### config.mk
export PLATFORM = sky130hd
export DESIGN_NAME = param_sync_fifo
export DESIGN_NICKNAME = d
export VERILOG_FILES = /design/src/rtl/uart_fifo_pkg.sv /design/src/rtl/fifo_mem.sv /design/src/rtl/param_sync_fifo.sv
export SDC_FILE = /design/constraint.sdc
export NUM_CORES = 1
export LEC_CHECK = 0
export ABC_AREA = 1
export BUFFER_PORTS_ARGS = -buffer_cell sky130_fd_sc_hd__buf_2
export CAP_MARGIN = 20
export CELL_PAD_IN_SITES_DETAIL_PLACEMENT = 1
export CELL_PAD_IN_SITES_GLOBAL_PLACEMENT = 1
export CORE_MARGIN = 3
export CORE_UTILIZATION = 52
export DETAILED_ROUTE_END_ITERATION = 10
export HOLD_SLACK_MARGIN = 0.03
export PLACE_DENSITY = 0.89
export SYNTH_ARGS = -nofsm -noshare
export SYNTH_HDL_FRONTEND = slang
export SYNTH_SLANG_ARGS = --single-unit
export TNS_END_PERCENT = 20
### constraint.sdc
create_clock -name clk -period 4.45 [get_ports clk]
set_input_delay 0.2225 -clock clk [delete_from_list [all_inputs] [get_ports clk]]
set_output_delay 0.2225 -clock clk [all_outputs]
set_load 0.01 [all_outputs]
### src/rtl/uart_fifo_pkg.sv
// Shared constants for the UART TX/RX data-path FIFOs.
package uart_fifo_pkg;

   // Read-mode selector values for the FWFT parameter
   localparam int unsigned FIFO_MODE_REG  = 0;
   localparam int unsigned FIFO_MODE_FWFT = 1;

   // Default geometry used by the UART TX and RX top levels
   localparam int unsigned UART_FIFO_DATA_W = 8;
   localparam int unsigned UART_FIFO_DEPTH  = 16;

endpackage : uart_fifo_pkg

### src/rtl/fifo_mem.sv
// FIFO storage: register array with synchronous write and asynchronous read.
// Kept apart from the control logic so a RAM macro can replace it later.
module fifo_mem #(
   parameter int unsigned DATA_WIDTH = 8,
   parameter int unsigned DEPTH      = 16,
   parameter int unsigned PTR_W      = 4
) (
   input  logic                  clk,
   input  logic                  i_we,
   input  logic [PTR_W-1:0]      i_waddr,
   input  logic [DATA_WIDTH-1:0] i_wdata,
   input  logic [PTR_W-1:0]      i_raddr,
   output logic [DATA_WIDTH-1:0] o_rdata
);

   logic [DATA_WIDTH-1:0] r_mem [DEPTH];

   // Write port: storage is intentionally not reset
   always_ff @(posedge clk) begin
      if (i_we) begin
         r_mem[i_waddr] <= i_wdata;
      end
   end

   assign o_rdata = r_mem[i_raddr];

endmodule : fifo_mem

### src/rtl/param_sync_fifo.sv
// Parametrised synchronous FIFO: any depth, occupancy count, programmable
// almost flags, registered or first-word-fall-through read, flush, sticky errors.
module param_sync_fifo
   import uart_fifo_pkg::*;
#(
   parameter int unsigned DATA_WIDTH = UART_FIFO_DATA_W,
   parameter int unsigned DEPTH      = UART_FIFO_DEPTH,
   parameter int unsigned FWFT       = FIFO_MODE_REG,
   parameter int unsigned AF_THRESH  = DEPTH - 2,
   parameter int unsigned AE_THRESH  = 2,
   localparam int unsigned CNT_W     = $clog2(DEPTH + 1)
) (
   input  logic                  clk,
   input  logic                  rst,
   input  logic                  flush,
   input  logic                  wr_en,
   input  logic [DATA_WIDTH-1:0] wr_data,
   input  logic                  rd_en,
   output logic [DATA_WIDTH-1:0] rd_data,
   output logic                  rd_valid,
   output logic                  full,
   output logic                  empty,
   output logic                  almost_full,
   output logic                  almost_empty,
   output logic [CNT_W-1:0]      count,
   output logic                  overflow,
   output logic                  underflow,
   input  logic                  clr_err
);

   localparam int unsigned PTR_W = ($clog2(DEPTH) > 1) ? $clog2(DEPTH) : 1;

   logic [PTR_W-1:0]      r_wr_ptr;
   logic [PTR_W-1:0]      r_rd_ptr;
   logic [CNT_W-1:0]      r_count;
   logic                  r_overflow;
   logic                  r_underflow;
   logic                  w_full;
   logic                  w_empty;
   logic                  w_wr_acc;
   logic                  w_rd_acc;
   logic                  w_ovf_set;
   logic                  w_udf_set;
   logic [DATA_WIDTH-1:0] w_mem_rdata;

   // Status decoded straight from the registered count
   assign w_full       = (r_count == CNT_W'(DEPTH));
   assign w_empty      = (r_count == '0);
   assign full         = w_full;
   assign empty        = w_empty;
   assign almost_full  = (r_count >= CNT_W'(AF_THRESH));
   assign almost_empty = (r_count <= CNT_W'(AE_THRESH));
   assign count        = r_count;
   assign overflow     = r_overflow;
   assign underflow    = r_underflow;

   // Flush blocks both ports and suppresses error detection
   assign w_wr_acc  = wr_en && !w_full  && !flush;
   assign w_rd_acc  = rd_en && !w_empty && !flush;
   assign w_ovf_set = wr_en &&  w_full  && !flush;
   assign w_udf_set = rd_en &&  w_empty && !flush;

   // Pointers and occupancy; pointers wrap explicitly for non-power-of-2 depth
   always_ff @(posedge clk) begin
      if (rst || flush) begin
         r_wr_ptr <= '0;
         r_rd_ptr <= '0;
         r_count  <= '0;
      end else begin
         if (w_wr_acc) begin
            r_wr_ptr <= (r_wr_ptr == PTR_W'(DEPTH - 1)) ? '0 : r_wr_ptr + PTR_W'(1);
         end
         if (w_rd_acc) begin
            r_rd_ptr <= (r_rd_ptr == PTR_W'(DEPTH - 1)) ? '0 : r_rd_ptr + PTR_W'(1);
         end
         if (w_wr_acc && !w_rd_acc) begin
            r_count <= r_count + CNT_W'(1);
         end else if (w_rd_acc && !w_wr_acc) begin
            r_count <= r_count - CNT_W'(1);
         end
      end
   end

   // Sticky error flags; a new error wins over a simultaneous clear
   always_ff @(posedge clk) begin
      if (rst) begin
         r_overflow  <= 1'b0;
         r_underflow <= 1'b0;
      end else begin
         if (w_ovf_set) begin
            r_overflow <= 1'b1;
         end else if (clr_err) begin
            r_overflow <= 1'b0;
         end
         if (w_udf_set) begin
            r_underflow <= 1'b1;
         end else if (clr_err) begin
            r_underflow <= 1'b0;
         end
      end
   end

   fifo_mem #(
      .DATA_WIDTH (DATA_WIDTH),
      .DEPTH      (DEPTH),
      .PTR_W      (PTR_W)
   ) u_mem (
      .clk     (clk),
      .i_we    (w_wr_acc),
      .i_waddr (r_wr_ptr),
      .i_wdata (wr_data),
      .i_raddr (r_rd_ptr),
      .o_rdata (w_mem_rdata)
   );

   if (FWFT == FIFO_MODE_FWFT) begin : g_fwft
      // Head word is presented combinationally; rd_en only pops it
      assign rd_data  = w_mem_rdata;
      assign rd_valid = !w_empty;
   end else begin : g_reg
      logic [DATA_WIDTH-1:0] r_rd_data;
      logic                  r_rd_valid;

      // Registered read: data lands one cycle after the accepting edge
      always_ff @(posedge clk) begin
         if (rst) begin
            r_rd_data  <= '0;
            r_rd_valid <= 1'b0;
         end else begin
            r_rd_valid <= w_rd_acc;
            if (w_rd_acc) begin
               r_rd_data <= w_mem_rdata;
            end
         end
      end

      assign rd_data  = r_rd_data;
      assign rd_valid = r_rd_valid;
   end

endmodule : param_sync_fifo

==> qor.txt <==
Outcome: finished, final reports clean
Final WS setup: 1.89 ns
Number of filler instances in the final layout: 1382
Deepest level of the CTS H-tree: 4
Pins Over Slew Limit: 0
Setup slack after placement: 2.01 ns
Hold buffers post-CTS: 1
Endpoints failing hold: 0
Worst setup EP type: register
Setup Total Neg Slack: 0 ns
Hold depth: 4
Row count: 40
Crit share post-route: 57.5%
Critical setup path kind: reg -> reg
Number of clock buffers inserted by TritonCTS: 17
Global route overflow: 0
Fmax achieved: 391 MHz
Power density cells: 427 nW/µm²
Clock-pin slew on the worst setup and hold paths: 0.06 ns
Global-route track usage on met1: 33.9%
Worst Reg-to-Reg Cells: 14
Area growth from synthesis to layout: 13.8%
Number of nets in the final layout: 725
Die X-Extent: 119 µm
Total global-route track usage: 28.8%
Setup repair after global routing missed its margin: false
Stage delay of the slowest cell on the critical path: 0.49 ns
Min-delay worst type: in -> reg
Leading cell types in the layout, fill and taps excluded: sky130_fd_sc_hd__nand2_1 (186), sky130_fd_sc_hd__edfxtp_1 (128), sky130_fd_sc_hd__inv_1 (103)
Busiest layer in global routing: met2
Antenna violations before repair: 0
Largest cells by area after synthesis: sky130_fd_sc_hd__edfxtp_1 (58%), sky130_fd_sc_hd__nand2_1 (11%), sky130_fd_sc_hd__nand3_1 (7.7%), sky130_fd_sc_hd__dfxtp_1 (7.3%), sky130_fd_sc_hd__inv_1 (5.9%)
Pin slew with the least headroom to its limit: 0.939 ns
Number of design-rule violations left by the first detailed-router iteration: 466
Clk_lat worst skew: 0.43 ns
Worst reg-to-reg setup slack: 1.89 ns
Slew HR: 37.2%
Synth area leader: sky130_fd_sc_hd__edfxtp_1
Total clock sinks: 152
CP Buf/Inv Count: 2
Slowest cell on the critical path: sky130_fd_sc_hd__dfxtp_1
Via count of the routed design: 4908
Portion of synthesized cell area occupied by the leading cell type: 58.2%
ANT cells: 0
Pleak: 3.15 nW
Estimated wirelength of the detail-placed design: 12.0 mm
Clock period minus final worst setup slack: 2.56 ns
First-pass detailed-route iteration total: 5
Vias in the first global route: 5395
Critical path launch point type: register
Number of warnings reported in the yosys synthesis log: 0
Buffers on Ports: 33
DRC violation count after routing: 0
Origin of the critical flop-to-flop path: count[1]
Residual antenna-violating net count after detailed routing: 0
Maximum buffer depth of the clock tree: 2
Floorplan Core Area: 12200 µm²
Global-route wire length before repair: 30.0 mm
Most common cell after layout, fill and taps aside: sky130_fd_sc_hd__nand2_1
Die area: 14100 µm²
Routed length per placed instance: 21.9 µm
Cell Area, Synth: 6600 µm²
Arrival time reported for the critical path endpoint: 2.93 ns
Y dimension of the die: 119 µm
Number of nets in the synthesized netlist: 692
Final hold slack: 0.114 ns
Last weighted congestion value of the routability-driven placer: 0.863
Max IR drop VDD: 0.312 mV
Initial cell density of the core: 54.1%
Final-report setup violation count: 0
Total of cells resized after clock tree synthesis: 0
Largest net degree at the start of global routing: 67
Maximum capacitance violations: 0
Wire length reported by the detailed router: 19.4 mm
Proportion of synthesized chip area in sequential cells: 65.5%
Synthesized flop and latch total: 152
Design Power: 3.21 mW
Required time of the critical path: 4.82 ns
Cell count after synthesis: 668
Clock Tree Root: sky130_fd_sc_hd__clkbuf_16
Number of library cell types mapped by synthesis: 24
RR Endpoint: count[4]
Crit path max-delay family: simple AND/OR/NAND/NOR gates
Layout cell share with drive strength beyond 1: 10.1%
Critical path, cell by cell: nor2_1 -> nand3_1 -> nand2_1 -> inv_2 -> ha_1 -> inv_1 -> fa_1 -> nand3_1 -> nand3_1 -> nand2_1 -> nand3_1 -> nand2_1 -> nand2_1 -> nor2_1
Global routing met3 resource utilization: 6.12%
IO Count: 34
Number of vias per cell: 5.56
Met2 track demand over resource: 50.6%
End point of the worst hold path: underflow
Launch instance of the worst min-delay path: clr_err
CTS tree: yes
Setup clock skew after layout: 0.00893 ns
Post-synthesis area per instance: 9.89 µm²
Number of buffers inserted by post-CTS setup repair: 0
CP Max Fanout: 9
layer usage:
metal | vias to the layer above | wire length [µm] | share of wire [%]
met4 | 0 | 681 | 3.5
met2 | 171 | 10200 | 53
li1 | 2247 | - | -
met3 | 59 | 1080 | 5.6
met1 | 2431 | 7390 | 38
met5 | - | 0 | 0
where the power goes:
part	switching (mW)	leakage [nW]	total, mW	internal [mW]
registers	0.0132	1.35	1.57	1.56
clock network	0.569	0.282	1.45	0.876
logic	0.139	1.52	0.193	0.0548
total	0.721	3.15	3.21	2.49
final cells by class:
type                            instances  area [µm²]  share of cell area, %
Clock buffer                           19         433                   5.76
Timing Repair Buffer                   38         238                   3.16
Multi-Input combinational cell        384        1750                   23.3
Tap cell                              168         210                   2.80
Inverter                              108         405                   5.39
Sequential cell                       152        4330                   57.5
Clock inverter                         13         154                   2.05
cells by family (layout without fill, tap and decap cells):
kind of cell               count (synthesis)  in the layout  synth area share (%)
AOI/OAI and AO/OA                         41             41                  3.20
xor gates and xnor gates                   3              3                 0.398
adders and majority gates                 10             10                  2.01
and+or+nand+nor                          330            330                  20.9
buffers and inverters                    132            178                  8.00
DFF                                      152            152                  65.5
how the worst max path moves through the flow:
| stage | start | cells after the start | slack [ns] | endpoint |
|---|---|---|---|---|
| 5_1_grt | count[1] | 14 | 1.63 | count[4] |
| 2_1_floorplan | count[1] | 13 | 2.38 | count[4] |
| 3_3_place_gp | count[1] | 14 | 2.22 | count[4] |
| 3_5_place_dp | count[0] | 14 | 2.01 | count[4] |
| 6_report | count[1] | 14 | 1.89 | count[4] |
| 4_1_cts | count[0] | 14 | 1.90 | count[4] |
synth_stat cells, drive strengths merged:
| master | instances |
|---|---|
| a2111oi | 1 |
| a21oi | 26 |
| buf | 19 |
| clkbuf | 5 |
| clkinv | 2 |
| dfxtp | 24 |
| edfxtp | 128 |
| fa | 1 |
| ha | 9 |
| inv | 106 |
| nand2 | 187 |
| nand3 | 102 |
| nand4 | 1 |
| nor2 | 38 |
| nor3 | 2 |
| o211ai | 1 |
| o21ai | 13 |
| xor2 | 3 |
worst register-to-register path, delay by kind of cell, from the launching register on:
family / cells / cell delay, ns
adders and majority gates: 2 / 0.67
and+or+nand+nor: 10 / 1.02
DFF: 1 / 0.49
buffers and inverters: 2 / 0.32
state kept, by name (all words and copies together) (netlist names):
| signal | cells |
|---|---|
| overflow | 1 |
| rd_valid | 1 |
| r_wr_ptr | 4 |
| r_rd_ptr | 4 |
| underflow | 1 |
| rd_data | 8 |
| count | 5 |
| u_mem.r_mem | 128 |
per-stage QoR:
step / instances / instance area (µm²) / util [%]
after CTS: 881 / 7500 / 61.4
after global placement: 847 / 6870 / 56.3
after floorplan: 668 / 6600 / -
after global routing: 882 / 7520 / 61.6
final: 882 / 7520 / 61.6
after detailed placement: 848 / 6900 / 56.5
Power figures use the tool's default switching activity.
